--- config.mk ---
export PLATFORM = sky130hd
export DESIGN_NAME = serial_addsub_ctrl
export DESIGN_NICKNAME = d
export VERILOG_FILES = /design/src/rtl/serial_addsub_ctrl.sv
export SDC_FILE = /design/constraint.sdc
export NUM_CORES = 1
export LEC_CHECK = 0
export CAP_MARGIN = 20
export CORE_MARGIN = 2
export CORE_UTILIZATION = 42
export CTS_BUF_LIST = sky130_fd_sc_hd__clkbuf_16
export CTS_CLUSTER_DIAMETER = 100
export DETAILED_ROUTE_END_ITERATION = 10
export DONT_BUFFER_PORTS = 1
export PLACE_DENSITY = 0.56
export SETUP_SLACK_MARGIN = 0.02
export SYNTH_ARGS = -nofsm -noshare
export SYNTH_HDL_FRONTEND = slang
export SYNTH_SLANG_ARGS = --single-unit
--- constraint.sdc ---
create_clock -name clk -period 1.5 [get_ports clk]
set_input_delay 0.075 -clock clk [delete_from_list [all_inputs] [get_ports clk]]
set_output_delay 0.075 -clock clk [all_outputs]
set_load 0.005 [all_outputs]
--- src/rtl/serial_addsub_ctrl.sv ---
// Bit-serial adder/subtractor: one full-adder step per clock, LSB first.
// Subtraction is a + ~b + 1, so cout=1 means no borrow.
module serial_addsub_ctrl #(
    parameter int WIDTH = 8
) (
    input  logic             clk,
    input  logic             rst,
    input  logic             start,
    input  logic             op_sub,
    input  logic [WIDTH-1:0] a,
    input  logic [WIDTH-1:0] b,
    output logic             busy,
    output logic             done,
    output logic [WIDTH-1:0] result,
    output logic             cout,
    output logic             ovf
);

    localparam int            CW   = (WIDTH > 1) ? $clog2(WIDTH) : 1;
    localparam logic [CW-1:0] LAST = CW'(WIDTH - 1);

    localparam logic [1:0] S_IDLE = 2'd0;
    localparam logic [1:0] S_RUN  = 2'd1;
    localparam logic [1:0] S_DONE = 2'd2;

    logic [1:0]       state_q,  state_d;
    logic [WIDTH-1:0] a_q,      a_d;
    logic [WIDTH-1:0] b_q,      b_d;
    logic             carry_q,  carry_d;
    logic [CW-1:0]    cnt_q,    cnt_d;
    logic [WIDTH-1:0] result_q, result_d;
    logic             cout_q,   cout_d;
    logic             ovf_q,    ovf_d;

    logic             sum_bit;
    logic             carry_out;
    logic [WIDTH-1:0] a_shift;

    assign sum_bit   = a_q[0] ^ b_q[0] ^ carry_q;
    assign carry_out = (a_q[0] & b_q[0]) | (a_q[0] & carry_q) | (b_q[0] & carry_q);

    // Sum bits enter at the top of the A register, so after WIDTH steps it holds the result.
    generate
        if (WIDTH == 1) begin : g_shift1
            assign a_shift = sum_bit;
        end else begin : g_shiftn
            assign a_shift = {sum_bit, a_q[WIDTH-1:1]};
        end
    endgenerate

    always_comb begin
        state_d  = state_q;
        a_d      = a_q;
        b_d      = b_q;
        carry_d  = carry_q;
        cnt_d    = cnt_q;
        result_d = result_q;
        cout_d   = cout_q;
        ovf_d    = ovf_q;
        case (state_q)
            S_IDLE: begin
                if (start) begin
                    a_d     = a;
                    b_d     = b ^ {WIDTH{op_sub}};
                    carry_d = op_sub;
                    cnt_d   = '0;
                    state_d = S_RUN;
                end
            end
            S_RUN: begin
                a_d     = a_shift;
                b_d     = b_q >> 1;
                carry_d = carry_out;
                cnt_d   = cnt_q + CW'(1);
                if (cnt_q == LAST) begin
                    // carry_q is the carry into the MSB on this final step
                    state_d  = S_DONE;
                    result_d = a_shift;
                    cout_d   = carry_out;
                    ovf_d    = carry_q ^ carry_out;
                end
            end
            S_DONE:  state_d = S_IDLE;
            default: state_d = S_IDLE;
        endcase
    end

    always_ff @(posedge clk or posedge rst) begin
        if (rst) begin
            state_q  <= S_IDLE;
            a_q      <= '0;
            b_q      <= '0;
            carry_q  <= 1'b0;
            cnt_q    <= '0;
            result_q <= '0;
            cout_q   <= 1'b0;
            ovf_q    <= 1'b0;
        end else begin
            state_q  <= state_d;
            a_q      <= a_d;
            b_q      <= b_d;
            carry_q  <= carry_d;
            cnt_q    <= cnt_d;
            result_q <= result_d;
            cout_q   <= cout_d;
            ovf_q    <= ovf_d;
        end
    end

    assign busy   = (state_q != S_IDLE);
    assign done   = (state_q == S_DONE);
    assign result = result_q;
    assign cout   = cout_q;
    assign ovf    = ovf_q;

endmodule

# Yosys cells after proc, flatten, opt, wreduce, memory -nomap -nowiden
# Cells that the tools add are included.
# classes
n_lt_le_gt_ge,0
n_mul,0
eq_ne,5
mux,11
shift,0
n_bitwise,9
n_addsub,1
reduce_logical,6
div,0
# op_table
cell,count
8-bit case mux with 2 select lines,2
8-bit two-way mux,2
8-bit bitwise XOR,1
3-bit case mux with 2 select lines,1
2-bit AND reduction,3
2-bit two-way mux,2
2-bit inequality test (second input constant),2
2-bit case mux with 2 select lines,1
2-bit nonzero test,2
3-bit by 1-bit adder with 3-bit output (second input constant),1
1-bit AND,3
3-bit == test (second input constant),1
3-bit two-way mux,1
1-bit bitwise XOR,3
2-bit by 1-bit == test with 1-bit output (second input constant),1
2-bit == test (second input constant),1
2-bit zero test,1
1-bit bitwise OR,2
1-bit case mux with 2 select lines,1
1-bit two-way mux,1
# totals
regBits,32
ramBits,0
out_inout_bits,12
n_memories,0
mem_bits_ro,0
latchBits,0
input_bits,20

# Logic depth before layout (Yosys ltp)
# depth
ltp_word,4
depth_mapped,6
mapped_depth_nobuf,5

# Worst setup path before layout
# OpenSTA, ideal clock, no wires.
# synth_timing
path_type,register to register
start,register cnt_q[0]
end,"register cout_q, in the netlist cout"
path_buffers,1
required_time_ps,1375
path_slack_ps,-27
arrival_ps,1402
stages_incl_launch_ff,6
synth_period_minus_slack_ps,1527
cell_sequence,dfrtp_1 -> ha_1 -> ha_1 -> nand3b_1 -> buf_2 -> mux2_2
# synth_via
elab_chain_cells,2
# synth_rtl
element,line,text
start: declaration,30,"logic [CW-1:0] cnt_q, cnt_d;"
start signal: assignment,103,cnt_q <= cnt_d;
3-bit == test,75,if (cnt_q == LAST) begin
2-bit AND reduction (no source line),n/a,
end signal: assignment,105,cout_q <= cout_d;
end: declaration,32,"logic cout_q, cout_d;"
# No other way between the ends.
# A chain may end at the register's enable or synchronous reset.

# Final worst setup path
# layout_timing
start,register cnt_q[0]
end,"register result_q[5], in the netlist result[5]"
# layout_via
elab_chain_cells,2
# layout_rtl
element,line,text
3-bit == test,75,
2-bit AND reduction (no source line),n/a,
end signal: assignment,104,result_q <= result_d;
end: declaration,31,"logic [WIDTH-1:0] result_q, result_d;"
# No other way between the ends.

==> results summary <==
The maximum number of pins on one net before global-route repair is 33. The cell that appears most often on the critical path is sky130_fd_sc_hd__ha_2. The number of placed instances with taps included is between 150 and 200. After Yosys synthesis, XOR and XNOR cells account for ~5.0% of the synthesized area. The floorplan step set the die width to 65.4 um. The count of placed standard cells in the final layout, fillers left out came out at 194. The worst register-to-register path begins at cnt_q[0]$_DFFE_PP0P_. The placement row count is 22. The post-route netlist has between 10% and 20% of its cells at a drive strength greater than 1. Counting the fill cells in the layout gives 345. The number of buffer and inverter instances along the worst setup path came out at 1. The final period utilization is 97.8%.

The capturing element type of the critical path is a register. The startpoint of the most critical setup path is cnt_q[0]$_DFFE_PP0P_. The clock-pin slew of the registers on the worst-case setup and hold paths came out at 0.05 ns. The fraction of registers with async set/reset came out at 100%.

The count of endpoints failing hold in the final timing report came out at 0. The post-synthesis adder-cell area fraction is under 10%. In this run, CTS created clock tree buffers numbering 5.

Summing all placed instances gives a cell area of 1650 um2. Data arrives at the worst endpoint at 1.62 ns. The total track usage is 17.4%. The class of the tightest hold or removal check is input port to register. The number of max-capacitance violations reported is 0. The floorplan step set the die height to 65.4 um. The highest ir drop seen on vdd is 0.949 mV. The final hold slack came out at 0.00263 ns. The number of H-tree levels came out at 2. The detailed router placed ~1100 vias in this run.

The final max-slew violation count is 0. The biggest area contributor in the post-synthesis netlist is sky130_fd_sc_hd__dfrtp_1. The critical hold path startpoint is a[3]. After floorplanning, the core was sized to cover 3630 um2. The aggregate routed wire length is 3.22 mm. The number of DRC markers in iteration 0 is between 100 and 150. The worst path in the final design needs a cycle of 1.47 ns, including I/O delays and setup. The insertion delay to the later sink of the worst-skew pair came out at 0.27 ns. After the last flow step, the layout net total stands at 168.

The first-pass GRT wire length is around 5.5 mm. Timing analysis after detailed placement gives a worst setup slack of -0.0333 ns. Summed over all nets, wire length on met2 after detailed routing comes to 1.51 mm. The count of cell types in the netlist is 24. The number of enable-type register cells in the synthesized netlist came out at 0. The leakage power came out at 0.000791 uW. In the detailed route, the total length drawn on met3 is approximately 150 um. The clock drives 32 sinks.

The estimated wirelength of the detail-placed design came out at 2.13 mm. Timing would allow up to 682 MHz. Port buffering added 0 buffers.

The required time at the worst-slack endpoint came out at 1.66 ns. The synthesized netlist cell count is 142. The buffer type at the clock tree root is sky130_fd_sc_hd__clkbuf_16. The top cell types in the final layout, fill and taps aside, are sky130_fd_sc_hd__dfrtp_1, sky130_fd_sc_hd__nor2b_1, sky130_fd_sc_hd__o21ai_0, sky130_fd_sc_hd__inv_1, sky130_fd_sc_hd__mux2_2.

In this run the mean area of a mapped cell was 11.2 um2. The fraction of synthesized area in multiplexers came out at a little over 7%. Leaving out fill and tap cells, the most frequent cell in the layout is sky130_fd_sc_hd__dfrtp_1. The critical path in this run is classified as register to register. The mapped netlist covers 1580 um2. 0 antenna diodes ended up in the layout.

The wire length per cell after detailed routing is 16.6 um. The total power per unit cell area is 2000 nW/um2. The post-route standard cell area excluding fillers is 1820 um2.

Sorting the synthesized cells by area gives the leading types as sky130_fd_sc_hd__dfrtp_1, sky130_fd_sc_hd__mux2_2, sky130_fd_sc_hd__nor2b_1. The flow ran to the end, and the final reports show no timing, DRC or antenna violations. The initial antenna violation count came out at 0.

The remaining global-route overflow is 0. The first-pass detailed-route iteration total came out at 4. The number of nets in the synthesized netlist is 165. The met1 layer wirelength in the final routing came out at 1.48 mm. The commonest register cell after synthesis is sky130_fd_sc_hd__dfrtp_1. The power after layout came out at 3640 uW. The total setup buffers inserted after CTS is 0. At the end of routability-driven placement, the weighted congestion stood at between 0.7 and 0.8. Setup violations remaining at the end of the flow were counted as 0. The synthesis warning total is 0.

During I/O placement, the number of pins put on the boundary was 32. The buffer levels on the longest clock path is 2. The number of global-route vias before repair came out at roughly 1200. Setup repair after global routing could not meet its margin everywhere.

Signal routing reaches up to met4. The maximum fanout along the worst path came out at 12. The signal on the critical path passes through ha_2, ha_2, nand3b_1, buf_12, mux2_2. After synthesis, the largest family of logic cells by area is compound AO/OA/AOI/OAI gates. The ratio of routed vias to standard cells came out at approximately 5.7.

The area share of the largest cell type after synthesis is 50.6%. TritonCTS built the clock tree. The startpoint type of the worst setup path is a register.

The final worst clock skew came out at 0.00419 ns. The relative slew slack is 66.5%. The number of storage elements in the synthesis netlist is 32. The sequential share of the synthesized area came out at 50.6%. The post-synthesis compound-gate area fraction came out at 21.1%.

The simple logic cell fraction of the synthesized area is 7.74%. Grouping stages by cell kind, the critical path spends the most delay in flip-flops. The remaining antenna violation count is 0.

The slew at the pin closest to its max-slew limit is 0.501 ns. Once routing completed, OpenROAD measured the worst setup slack at 0.0333 ns. The slowest cell on the critical path is sky130_fd_sc_hd__dfrtp_1. The effective utilization at floorplan is 43.6%. After detailed routing, the number of remaining DRC violations is 0. The floorplan step defined a die boundary enclosing 4280 um2. The area added between synthesis and finish is 14.7%. The largest single stage delay on the critical path is 0.39 ns.
==> metrics by stage <==
stage	utilization, %	setup TNS [ns]
after detailed placement	45.5	-0.135
after floorplan	-	0
final	50.0	0
after global placement	45.5	0
after CTS	49.8	0
after global routing	50.0	-0.136
==> where the power goes <==
group          leakage (uW)  switching [uW]  internal (uW)
registers          0.000408             303           1240
logic              0.000310             530            626
clock network     0.0000738             343            595
==> logic make-up (layout without fill, tap and decap cells) <==
family / after synthesis / in the layout
AOI/OAI and AO/OA: 47 / 47
DFF: 32 / 32
buffers and inverters: 21 / 25
and+or+nand+nor: 20 / 20
muxes: 10 / 10
xor gates and xnor gates: 9 / 9
adders and majority gates: 3 / 3
==> final cells by class <==
cell class              count  area [um2]  area share, %
clock inverters             3        11.3          0.620
multi-input cells          89         703           38.7
inverters                   9        33.8           1.86
flip-flops and latches     32         801           44.1
clock buffers               5         125           6.89
repair buffers              8        82.6           4.55
well taps                  48        60.1           3.31
==> cell usage after synthesis, types with 2 or more instances <==
cell type	number
sky130_fd_sc_hd__xnor2_1	8
sky130_fd_sc_hd__o21ai_0	11
sky130_fd_sc_hd__a21oi_1	9
sky130_fd_sc_hd__nor2b_1	13
sky130_fd_sc_hd__a221o_1	7
sky130_fd_sc_hd__mux2_2	10
sky130_fd_sc_hd__ha_1	2
sky130_fd_sc_hd__clkbuf_1	2
sky130_fd_sc_hd__nand2_1	3
sky130_fd_sc_hd__a22oi_1	9
sky130_fd_sc_hd__buf_2	9
sky130_fd_sc_hd__o32ai_1	7
sky130_fd_sc_hd__a22o_1	2
sky130_fd_sc_hd__dfrtp_1	32
sky130_fd_sc_hd__inv_1	9
==> worst paths after layout <==
check / slack (ns) / cells after the start / to
max: 0.03 / 5 / result[5]$_DFFE_PP0P_
max in group asynchronous: 0.88 / 3 / b_q[4]$_DFFE_PP0P_
min: 0.003 / 2 / a_q[3]$_DFFE_PP0P_
min in group asynchronous: 0.33 / 3 / result[0]$_DFFE_PP0P_
min reg2reg: 0.52 / 2 / b_q[7]$_DFFE_PP0P_
max reg2reg: 0.03 / 5 / result[5]$_DFFE_PP0P_
==> layer usage <==
metal	vias up	track usage [%]
met5	-	0
met4	0	9.90
met3	8	4.79
met2	27	26.8
met1	544	22.0
li1	522	-
==> sequential cells by signal (all words and copies together), names as in the netlist <==
register	flops
cout	1
carry_q	1
b_q	8
state_q	2
a_q	8
cnt_q	3
ovf	1
result	8
==> timing repair <==
item / CTS / global route
hold buffers: 1 / 0
endpoints found under the hold margin: 32 / 0
resized for setup: 4 / 2
endpoints found under the setup margin: 19 / 12
Note: power is estimated with default switching activity, not from simulation.
